==> src/rtl/operand_fetch.sv <==
// Operand fetch stage: reads the register file, forwards writeback data,
// detects load-use hazards and holds one operand bundle for EX under a
// valid/ready handshake. All state is reset synchronously by rst_n low.
module operand_fetch #(
    parameter int unsigned XLEN   = 32,
    parameter int unsigned CTRL_W = 16
) (
    input  logic              clk,
    input  logic              rst_n,
    // decoded instruction in
    input  logic              in_valid,
    output logic              in_ready,
    input  logic [4:0]        in_rs1,
    input  logic [4:0]        in_rs2,
    input  logic [4:0]        in_rd,
    input  logic [XLEN-1:0]   in_imm,
    input  logic [XLEN-1:0]   in_pc,
    input  logic [CTRL_W-1:0] in_ctrl,
    // register file read port
    output logic [4:0]        rf_rr1,
    output logic [4:0]        rf_rr2,
    input  logic [XLEN-1:0]   rf_rd1,
    input  logic [XLEN-1:0]   rf_rd2,
    // writeback
    input  logic              wb_we,
    input  logic [4:0]        wb_wr,
    input  logic [XLEN-1:0]   wb_wd,
    // pending load in EX
    input  logic              ld_pend,
    input  logic [4:0]        ld_rd,
    input  logic              flush,
    // operand bundle out
    output logic              out_valid,
    input  logic              out_ready,
    output logic [XLEN-1:0]   out_op1,
    output logic [XLEN-1:0]   out_op2,
    output logic [4:0]        out_rs1,
    output logic [4:0]        out_rs2,
    output logic [4:0]        out_rd,
    output logic [XLEN-1:0]   out_imm,
    output logic [XLEN-1:0]   out_pc,
    output logic [CTRL_W-1:0] out_ctrl,
    output logic [15:0]       stall_cnt
);

    logic              valid_q, valid_d;
    logic [XLEN-1:0]   op1_q,   op1_d;
    logic [XLEN-1:0]   op2_q,   op2_d;
    logic [4:0]        rs1_q,   rs1_d;
    logic [4:0]        rs2_q,   rs2_d;
    logic [4:0]        rd_q,    rd_d;
    logic [XLEN-1:0]   imm_q,   imm_d;
    logic [XLEN-1:0]   pc_q,    pc_d;
    logic [CTRL_W-1:0] ctrl_q,  ctrl_d;
    logic [15:0]       cnt_q,   cnt_d;

    logic              wb_hit_nz;
    logic [XLEN-1:0]   op1_next, op2_next;
    logic              ld_haz;
    logic              accept;

    assign rf_rr1 = in_rs1;
    assign rf_rr2 = in_rs2;

    assign wb_hit_nz = wb_we && (wb_wr != 5'd0);

    // Resolve incoming operands: r0 forced to zero, then writeback forwarding
    always_comb begin
        op1_next = rf_rd1;
        op2_next = rf_rd2;
        if (in_rs1 == 5'd0)
            op1_next = '0;
        else if (wb_hit_nz && (wb_wr == in_rs1))
            op1_next = wb_wd;
        if (in_rs2 == 5'd0)
            op2_next = '0;
        else if (wb_hit_nz && (wb_wr == in_rs2))
            op2_next = wb_wd;
    end

    assign ld_haz   = ld_pend && (ld_rd != 5'd0) &&
                      ((ld_rd == in_rs1) || (ld_rd == in_rs2));
    assign in_ready = rst_n && !flush && !ld_haz && (!valid_q || out_ready);
    assign accept   = in_valid && in_ready;

    // Next-state for the output bundle and the stall counter
    always_comb begin
        valid_d = valid_q;
        op1_d   = op1_q;
        op2_d   = op2_q;
        rs1_d   = rs1_q;
        rs2_d   = rs2_q;
        rd_d    = rd_q;
        imm_d   = imm_q;
        pc_d    = pc_q;
        ctrl_d  = ctrl_q;
        cnt_d   = cnt_q;

        // accept is already suppressed by flush through in_ready
        if (flush) begin
            valid_d = 1'b0;
        end else if (accept) begin
            valid_d = 1'b1;
            op1_d   = op1_next;
            op2_d   = op2_next;
            rs1_d   = in_rs1;
            rs2_d   = in_rs2;
            rd_d    = in_rd;
            imm_d   = in_imm;
            pc_d    = in_pc;
            ctrl_d  = in_ctrl;
        end else if (valid_q && out_ready) begin
            valid_d = 1'b0;
        end else if (valid_q) begin
            // held bundle picks up writebacks landing on its sources
            if (wb_hit_nz && (wb_wr == rs1_q))
                op1_d = wb_wd;
            if (wb_hit_nz && (wb_wr == rs2_q))
                op2_d = wb_wd;
        end

        if (in_valid && ld_haz && !flush && (cnt_q != 16'hFFFF))
            cnt_d = cnt_q + 16'd1;
    end

    // State registers with synchronous active-low reset
    always_ff @(posedge clk) begin
        if (!rst_n) begin
            valid_q <= 1'b0;
            op1_q   <= '0;
            op2_q   <= '0;
            rs1_q   <= '0;
            rs2_q   <= '0;
            rd_q    <= '0;
            imm_q   <= '0;
            pc_q    <= '0;
            ctrl_q  <= '0;
            cnt_q   <= '0;
        end else begin
            valid_q <= valid_d;
            op1_q   <= op1_d;
            op2_q   <= op2_d;
            rs1_q   <= rs1_d;
            rs2_q   <= rs2_d;
            rd_q    <= rd_d;
            imm_q   <= imm_d;
            pc_q    <= pc_d;
            ctrl_q  <= ctrl_d;
            cnt_q   <= cnt_d;
        end
    end

    assign out_valid = valid_q;
    assign out_op1   = op1_q;
    assign out_op2   = op2_q;
    assign out_rs1   = rs1_q;
    assign out_rs2   = rs2_q;
    assign out_rd    = rd_q;
    assign out_imm   = imm_q;
    assign out_pc    = pc_q;
    assign out_ctrl  = ctrl_q;
    assign stall_cnt = cnt_q;

endmodule

==> config.mk <==
export PLATFORM = sky130hd
export DESIGN_NAME = operand_fetch
export DESIGN_NICKNAME = d
export VERILOG_FILES = /design/src/rtl/operand_fetch.sv
export SDC_FILE = /design/constraint.sdc
export NUM_CORES = 1
export LEC_CHECK = 0
export BUFFER_PORTS_ARGS = -buffer_cell sky130_fd_sc_hd__buf_4
export CELL_PAD_IN_SITES_DETAIL_PLACEMENT = 1
export CELL_PAD_IN_SITES_GLOBAL_PLACEMENT = 1
export CORE_ASPECT_RATIO = 1.75
export CORE_MARGIN = 3
export CORE_UTILIZATION = 33
export DETAILED_ROUTE_END_ITERATION = 10
export PLACE_DENSITY_LB_ADDON = 0.1
export SYNTH_ARGS = -nofsm -noshare
export SYNTH_HDL_FRONTEND = slang
export SYNTH_SLANG_ARGS = --single-unit
==> constraint.sdc <==
create_clock -name clk -period 2.6 [get_ports clk]
set_input_delay 0.52 -clock clk [delete_from_list [all_inputs] [get_ports clk]]
set_output_delay 0.52 -clock clk [all_outputs]
set_load 0.03 [all_outputs]
# Word level (Yosys, flattened, before mapping)
# Cells that the tools add are included.
# classes
addsub,1
n_eq_ne,8
mux,14
bitwise_logic,2
reduce_logical,32
# op_table
cell,count
$mux 32,12
$eq 5x5->1,6
$add 16x1->16 const B,1
$ne 16x16->1 const B,1
$logic_and 1x1->1,15
$logic_not 5->1,2
$reduce_bool 5->1,2
$reduce_and 4->1,2
$reduce_bool 2->1,4
$logic_not 1->1,3
$logic_or 1x1->1,2
$mux 1,2
$ne 2x2->1 const B,1
$not 1->1,2
$reduce_and 2->1,1
$reduce_or 2->1,1
# totals
ff_bits,176
input_bits,208
wordCells,67

# Depth between registers and ports, before layout
# Gate-level depths: netlist of the first run.
# logic_depth
word_depth,9
mapped_depth,9
mapped_depth_nobuf,6

# Worst setup path after synthesis of the first run
# No wires, ideal clock.
# synth_timing
kind,input port to output port
start,input port ld_rd[1]
end,output port in_ready
arrival_ps,1742
path_slack_ps,338
path_stages,4
path_buffers,0
path_cell_list,or4_1 -> o21ai_1 -> inv_1 -> a21oi_1
# synth_via
elab_chain_cells,6
word_cells_on_any_way,9
classes_between,eq/ne (2); reduce/logical (7)
# synth_lines
element,line,rtl
start: declaration,30,"input logic [4:0] ld_rd,"
$eq 5x5->1 / $reduce_bool 5->1 (equally long branches),"82, 81",
$logic_or 1x1->1 / $logic_and 1x1->1 (equally long branches),"82, 81",
$logic_and 1x1->1 (*),81,assign ld_haz = ld_pend && (ld_rd != 5'd0) &&
$logic_not 1->1 (*),83,assign in_ready = rst_n && !flush && !ld_haz && (!valid_q || out_ready);
$logic_and 1x1->1 (*) (2 in a row),83,
end: declaration,12,"output logic in_ready,"
# Mark *: on every way between the ends. The rest lies on a longest branch, timed or not.

# Worst setup path after layout of the first run
# Same ends and word-level chain as after synthesis.

==> impl_metrics.tcl, run 1 <==
set metrics [dict create \
    status "finished clean" \
    grt_pass1_vias 8644 \
    max_slew_margin 0.354 \
    p_per_area_nw_per_um2 559 \
    clock_latency_ns 0.45 \
    drive_gt1_frac 0.374 \
    first_pass_iters 4 \
    synth_cell_type_count 48 \
    min_path_type "input pin to flop" \
    max_freq_mhz 414 \
    ys_seq_elements 176 \
    setup_viol 0 \
    layout.nets 1486 \
    avgSynthCellArea_um2 8.61 \
    cts.hold.buffers_added 0 \
    grt-ovfl-total 0 \
    final-max-slew-violation-count 0 \
    cts.clk_slew.worst_paths_ns 0.07 \
    drtIter0Drc 349 \
    seq_area_frac_synth 0.441 \
    hold_slack_ns 0.282 \
    fin_setup_tns_ns 0 \
    track_usage 0.246 \
    grt_pass1_wl_um 48700 \
    cpMaxStageDelayCell "or4_1" \
    ant_nets 0 \
    synthArstFlopShare 0 \
    min_period_ns 2.42 \
    maxCapViolCount 0 \
    dp_hpwl_um 24300 \
    synth_nets 1136 \
    final_cells 1596 \
    grt_max_degree 76 \
    numCtsBuffers 17 \
    utilization 0.502 \
    synth_top_flop_cell "dfxtp_1" \
    routed_via_density 5.18 \
    cp.buffers_inverters 3 \
    io_pins 395 \
    place_congestion 0.786 \
    totalPowerFinal_mw 6.62 \
    ir_drop_mv 0.498 \
    dieHeight_um 212 \
    core_um2 23600 \
    clock_path_buffers 2 \
    crit_path_end_kind "output pin" \
    syn-cell-area_um2 7980 \
    port_buffers 394 \
    num_rows 74 \
    initial_core_util 0.338 \
    tritoncts "built" \
    final_cell_mix "415 x buf_4, 203 x nand2_1, 176 x dfxtp_1" \
    rsz0062_at_grt "false" \
    syn2layout_area_growth_pct 48.4 \
    final_min_period_over_clock_period 0.929 \
    finalClockSkew_ns 0.00843 \
    root_buffer "clkbuf_16" \
    p_leak_nw 5.01 \
    wl_per_cell_um 20.5 \
    dieWidth_um 124 \
    drc 0 \
    mostFrequentLayoutCell "buf_4" \
    clkSinkCount 176 \
    ys_warn_count 0 \
    tightest_slew_ns 0.970 \
    crit_arrival_ns 1.90 \
    placedCellCount 1562 \
    start_kind "input pin" \
    path_max_fanout 4 \
    fillers 2859 \
    dieArea_um2 26200 \
    cp.required_ns 2.08 \
    routed_wl_um 32700 \
    netlist_instances 927 \
    cts_setup_buffers 0 \
    h-tree-depth 4 \
    synth_edf_count 0 \
    crit_path_frequent_cell "buf_4" \
    antenna_found_initial 2 \
    ctsResizeCount 0 \
    crit_chain "buf_4 -> or4_1 -> o21ai_1 -> inv_1 -> a21oi_1 -> buf_4" \
    cp_top_family "simple AND/OR/NAND/NOR gates" \
    critPathKind "input pin to output pin" \
    num_vias 8270 \
    hold_viol 0 \
    max_stage_delay_ns 0.51 \
]
[cells by family after synthesis]
| family | Yosys count | synth area share |
|---|---|---|
| AO/OA/AOI/OAI | 324 | 0.268 |
| XOR/XNOR | 30 | 0.0329 |
| adder cells (fa/ha/maj) | 1 | 0.00157 |
| buffers and inverters | 99 | 0.0680 |
| flip-flops | 176 | 0.441 |
| multiplexers | 35 | 0.0439 |
| AND/OR/NAND/NOR | 262 | 0.145 |
[layer usage]
metal  up-vias  global-route usage  share of wire
met4         0               0.101          0.028
met5         -                   0              0
met3        44              0.0813          0.080
li1       3959                   -              -
met2       297               0.455           0.54
met1      3970               0.247           0.36
[state kept, by name, indices dropped and copies added (netlist names), 16 cells and up]
register and cells:
out_op1 32, out_pc 32, out_ctrl 16, out_imm 32, stall_cnt 16, out_op2 32
[area by class of cell]
type / count / area (µm²) / area share
Multi-Input combinational cell: 652 / 3950 / 0.334
Sequential cell: 176 / 3520 / 0.297
Timing Repair Buffer: 427 / 3360 / 0.283
Clock buffer: 20 / 457 / 0.0386
Tap cell: 304 / 380 / 0.0321
Clock inverter: 12 / 159 / 0.0134
Inverter: 3 / 12.5 / 0.00106
Antenna cell: 2 / 5.00 / 0.000423
[path summary, 6_finish.rpt]
path                            depth (start not counted)                        to               startpoint  slack [ns]
worst max-delay path                                    6                  in_ready                 ld_rd[1]        0.18
worst min-delay path                                    2  out_op2[23]$_SDFFE_PN0P_                wb_wd[23]        0.28
worst max register to register                          7   out_op1[1]$_SDFFE_PN0P_   out_valid$_SDFFE_PP0P_        0.32
worst min register to register                          2   out_pc[12]$_SDFFE_PN0P_  out_pc[12]$_SDFFE_PN0P_        0.45
[power by group]
part | leakage (nW) | switching (mW) | total (mW) | internal [mW]
Combinational | 3.30 | 0.581 | 1.06 | 0.482
Clock | 0.285 | 1.16 | 2.72 | 1.57
Sequential | 1.43 | 0.0497 | 2.83 | 2.78
Total | 5.01 | 1.79 | 6.62 | 4.83
[synthesized netlist by cell type (4+ instances only)]
cell / number / area [µm²]
a21oi_1: 109 / 546
a2bb2oi_1: 21 / 184
a2bb2oi_2: 10 / 150
buf_2: 32 / 160
buf_4: 13 / 97.6
buf_6: 11 / 124
clkbuf_1: 40 / 150
dfxtp_1: 176 / 3520
mux2i_1: 35 / 350
nand2_1: 203 / 762
nand2b_1: 6 / 37.5
nand3_1: 14 / 70.1
nor3_1: 4 / 20.0
o211ai_1: 64 / 480
o21a_1: 32 / 240
o21ai_0: 65 / 325
o31ai_1: 8 / 60.1
or4_1: 9 / 67.6
xnor2_1: 26 / 228
xor2_1: 4 / 35.0
[metrics by stage]
stage	instance area (µm²)	setup slack, ns
floorplan	7980	0.338
global placement	11200	0.0503
detailed placement	11200	0.00872
CTS	11800	0.163
global route	11800	0.0834
finish	11800	0.184
No activity file was read; power rests on OpenSTA's default activity.
==> run 2: changes to the inputs <==
RECOVER_POWER = 50   (was default)
==> run 2 against run 1 <==
Net effect:
- routed wire length is 0.26% lower
- clock-buffer cell count stayed put
- sequential power hardly changed
- clock power hardly changed
==> impl_metrics.tcl, run 2 (same netlist as run 1, synthesis figures left out) <==
set metrics [dict create \
    wl_per_cell_um 20.4 \
    place_congestion 0.786 \
    min_period_ns 2.41 \
    num_rows 74 \
    start_kind "input pin" \
    cts.clk_slew.worst_paths_ns 0.07 \
    tritoncts "built" \
    final_cell_mix "234 x buf_4, 203 x nand2_1, 182 x clkbuf_1" \
    drtIter0Drc 364 \
    r2r_cells 7 \
    max_freq_mhz 414 \
    clkSinkCount 176 \
    min_path_type "input pin to flop" \
    drive_gt1_frac 0.234 \
    critPathKind "input pin to output pin" \
    ant_nets 0 \
    multiInputGateArea_um2 3950 \
    clock_path_buffers 2 \
    cts.hold.buffers_added 0 \
    num_vias 8196 \
    cts_setup_buffers 0 \
    track_usage 0.246 \
    globalRoute.busiestLayer "met2" \
    grt_pass1_vias 8644 \
    port_buffers 394 \
    final-max-slew-violation-count 0 \
    crit_path_end_kind "output pin" \
    first_pass_iters 4 \
    fin_setup_tns_ns 0 \
    fillers 2943 \
    grtUsageMet2 0.455 \
    tightest_slew_ns 0.955 \
    max_slew_margin 0.363 \
    hold_viol 0 \
    setup_viol 0 \
    dieArea_um2 26200 \
    p_leak_nw 4.26 \
    grt-ovfl-total 0 \
    clock_latency_ns 0.46 \
    min_path_cells 2 \
    drc 0 \
    ctsResizeCount 0 \
    grt_util_met1 0.247 \
    initial_core_util 0.338 \
    routed_wl_um 32600 \
    h-tree-depth 4 \
    io_pins 395 \
    core_um2 23600 \
    mostFrequentLayoutCell "buf_4" \
    status "finished clean" \
    ir_drop_mv 0.498 \
    layout.nets 1486 \
    cp.required_ns 2.08 \
    antenna_found_initial 2 \
    grt_max_degree 76 \
    syn2layout_area_growth_pct 39.9 \
    path_max_fanout 4 \
    root_buffer "clkbuf_16" \
    final_min_period_over_clock_period 0.928 \
    dieWidth_um 124 \
    routed_via_density 5.14 \
    dp_hpwl_um 24300 \
    rsz0062_at_grt "false" \
    crit_arrival_ns 1.89 \
    p_per_area_nw_per_um2 586 \
    dieHeight_um 212 \
    grt_pass1_wl_um 48700 \
    hold_slack_ns 0.284 \
    register_area_um2 3520 \
    maxCapViolCount 0 \
    numCtsBuffers 17 \
    globalRouteMet3Util 0.0813 \
    finalClockSkew_ns 0.00942 \
]
[run 2: changes by cell type in the layout (fill, tap and decap cells not counted), sizes merged]
cell,change
buf,-181
clkbuf,+181
[run 2: final timing paths]
path                           start                       end  slack (ns)
max                         ld_rd[1]                  in_ready        0.19
min                        wb_wd[23]  out_op2[23]$_SDFFE_PN0P_        0.28
max reg2reg   out_valid$_SDFFE_PP0P_   out_op1[1]$_SDFFE_PN0P_        0.32
min reg2reg  out_pc[12]$_SDFFE_PN0P_   out_pc[12]$_SDFFE_PN0P_        0.45
[run 2: power breakdown]
part | leakage [nW] | internal [mW] | switching [mW]
Combinational | 2.54 | 0.404 | 0.581
Clock | 0.285 | 1.57 | 1.16
Sequential | 1.43 | 2.78 | 0.0475
[run 2: final cells by class]
type,count,area share
clock buffer,20,0.0409
tap,304,0.0341
sequential,176,0.316
inverter,3,0.00112
multi-input combinational,652,0.354
clock inverter,12,0.0142
timing repair buffer,427,0.240
antenna,2,0.000448
[run 2: worst max-delay path: stages]
cell	delay [ns]
buf_4	0.12
or4_1	0.52
o21ai_1	0.22
inv_1	0.16
a21oi_1	0.16
buf_4	0.19
[run 2: layer usage]
metal | share of wire | wire [µm]
met5 | 0 | 0
met4 | 0.034 | 1120
met3 | 0.079 | 2590
met2 | 0.53 | 17300
met1 | 0.36 | 11600
[run 2: metrics by stage]
stage / std cells / worst slack [ns] / area, µm² / utilization / power (mW)
after CTS: 1594 / 0.163 / 11800 / 0.501 / 6.70
after detailed placement: 1562 / 0.00872 / 11200 / 0.475 / 3.97
after floorplan: 927 / 0.338 / 7980 / - / 3.42
final: 1596 / 0.186 / 11200 / 0.473 / 6.54
after global placement: 1562 / 0.0503 / 11200 / 0.475 / 3.95
after global routing: 1596 / 0.0834 / 11200 / 0.473 / 6.79
==> run 3: changes to the inputs <==
CELL_PAD_IN_SITES_DETAIL_PLACEMENT = 0   (was 1)
CELL_PAD_IN_SITES_GLOBAL_PLACEMENT = 2   (was 1)
CORE_UTILIZATION = 25   (was 33)
==> run 3 against run 2 <==
Net effect:
- combinational power about the same
- cell count increased by 5.5%
- critical path depth unchanged
- clock skew increased by 0.0076 ns
- register-to-register slack about the same
- highest routed layer unchanged
==> impl_metrics.tcl, run 3 (same netlist as run 1, synthesis figures left out) <==
set metrics [dict create \
    cp-startpoint "ld_rd[1]" \
    p_per_area_nw_per_um2 578 \
    cts_setup_buffers 0 \
    clock_path_buffers 2 \
    initial_core_util 0.253 \
    core_um2 31500 \
    crit_path_end_kind "output pin" \
    antenna_found_initial 2 \
    tightest_slew_ns 1.04 \
    max_stage_delay_ns 0.52 \
    ant_nets 0 \
    cts.clk_slew.worst_paths_ns 0.06 \
    final_cells 1684 \
    cp.required_ns 2.08 \
    maxCapViolCount 0 \
    port_buffers 394 \
    tritoncts "built" \
    final_min_period_over_clock_period 0.900 \
    place_congestion 0.742 \
    io_pins 395 \
    grt-ovfl-total 0 \
    hold_viol 0 \
    dieWidth_um 141 \
    grt_pass1_vias 8182 \
    numCtsBuffers 17 \
    crit_chain "buf_4 -> or4_1 -> o21ai_1 -> inv_1 -> a21oi_1 -> buf_4" \
    h-tree-depth 4 \
    ctsResizeCount 0 \
    dp_hpwl_um 24100 \
    totalPowerFinal_mw 6.51 \
    setup_viol 0 \
    grt_pass1_wl_um 50000 \
    drc 0 \
    first_pass_iters 4 \
    final_cell_mix "229 x buf_4, 203 x nand2_1, 183 x clkbuf_1" \
    clock_latency_ns 0.46 \
    dieArea_um2 34200 \
    finalClockSkew_ns 0.0170 \
    status "finished clean" \
    grt_max_degree 77 \
    final-max-slew-violation-count 0 \
    crit_path_frequent_cell "buf_4" \
    min_path_type "input pin to flop" \
    crit_arrival_ns 1.82 \
    wl_per_cell_um 19.9 \
    hold_path.startpoint "flush" \
    cts.hold.buffers_added 0 \
    routed_wl_um 33500 \
    clkSinkCount 176 \
    rsz0062_at_grt "false" \
    drive_gt1_frac 0.231 \
    hold_slack_ns 0.271 \
    ir_drop_mv 0.505 \
    layout.nets 1482 \
    p_leak_nw 4.24 \
    path_max_fanout 4 \
    root_buffer "clkbuf_16" \
    critPathKind "input pin to output pin" \
    max_slew_margin 0.308 \
    placedCellCount 1650 \
    dieHeight_um 242 \
    routed_via_density 4.75 \
    num_vias 8005 \
    regToRegStartpoint "out_valid$_SDFFE_PP0P_" \
    max_freq_mhz 427 \
    mostFrequentLayoutCell "buf_4" \
    min_period_ns 2.34 \
    num_rows 86 \
    track_usage 0.190 \
    drtIter0Drc 301 \
    cpMaxStageDelayCell "or4_1" \
    syn2layout_area_growth_pct 41.0 \
    start_kind "input pin" \
]
run 3: worst max-delay path: cells and delay by family:
family,cells,cell delay (ns)
AOI/OAI and AO/OA,2,0.32
and+or+nand+nor,1,0.52
buffers and inverters,3,0.46
run 3: worst paths after layout:
kind	cells after the start	slack (ns)	to
worst min-delay path	2	0.27	out_valid$_SDFFE_PP0P_
worst max register to register	7	0.32	out_op1[25]$_SDFFE_PN0P_
worst max-delay path	6	0.26	in_ready
worst min register to register	2	0.45	out_pc[11]$_SDFFE_PN0P_
run 3: area by class of cell:
class / count / area [µm²]
Tap cell: 396 / 495
Clock inverter: 10 / 124
Antenna cell: 2 / 5.00
Fill cell: 3491 / 20300
Inverter: 3 / 12.5
Multi-Input combinational cell: 652 / 3970
Timing Repair Buffer: 423 / 2660
Clock buffer: 22 / 474
Sequential cell: 176 / 3520
run 3: power breakdown:
group          internal, mW  switching [mW]
clock                  1.50            1.20
combinational         0.400           0.582
sequential             2.78          0.0454
total                  4.69            1.82
run 3: metal layers:
layer | routed length (µm) | part of all wire | GRT usage
met5 | 0 | 0 | 0
met4 | 1020 | 0.031 | 0.0730
met3 | 2680 | 0.080 | 0.0652
met2 | 16800 | 0.50 | 0.330
met1 | 12900 | 0.39 | 0.211
run 3: stage by stage:
stage                     cell area, µm²  setup slack, ns  utilization  TNS [ns]
after floorplan                     7980            0.338            -         0
after global placement             11300          0.00611        0.360         0
after detailed placement           11300          -0.0123        0.360   -0.0201
after CTS                          11900            0.210        0.379         0
after global routing               11300           0.0920        0.357         0
final                              11300            0.260        0.357         0
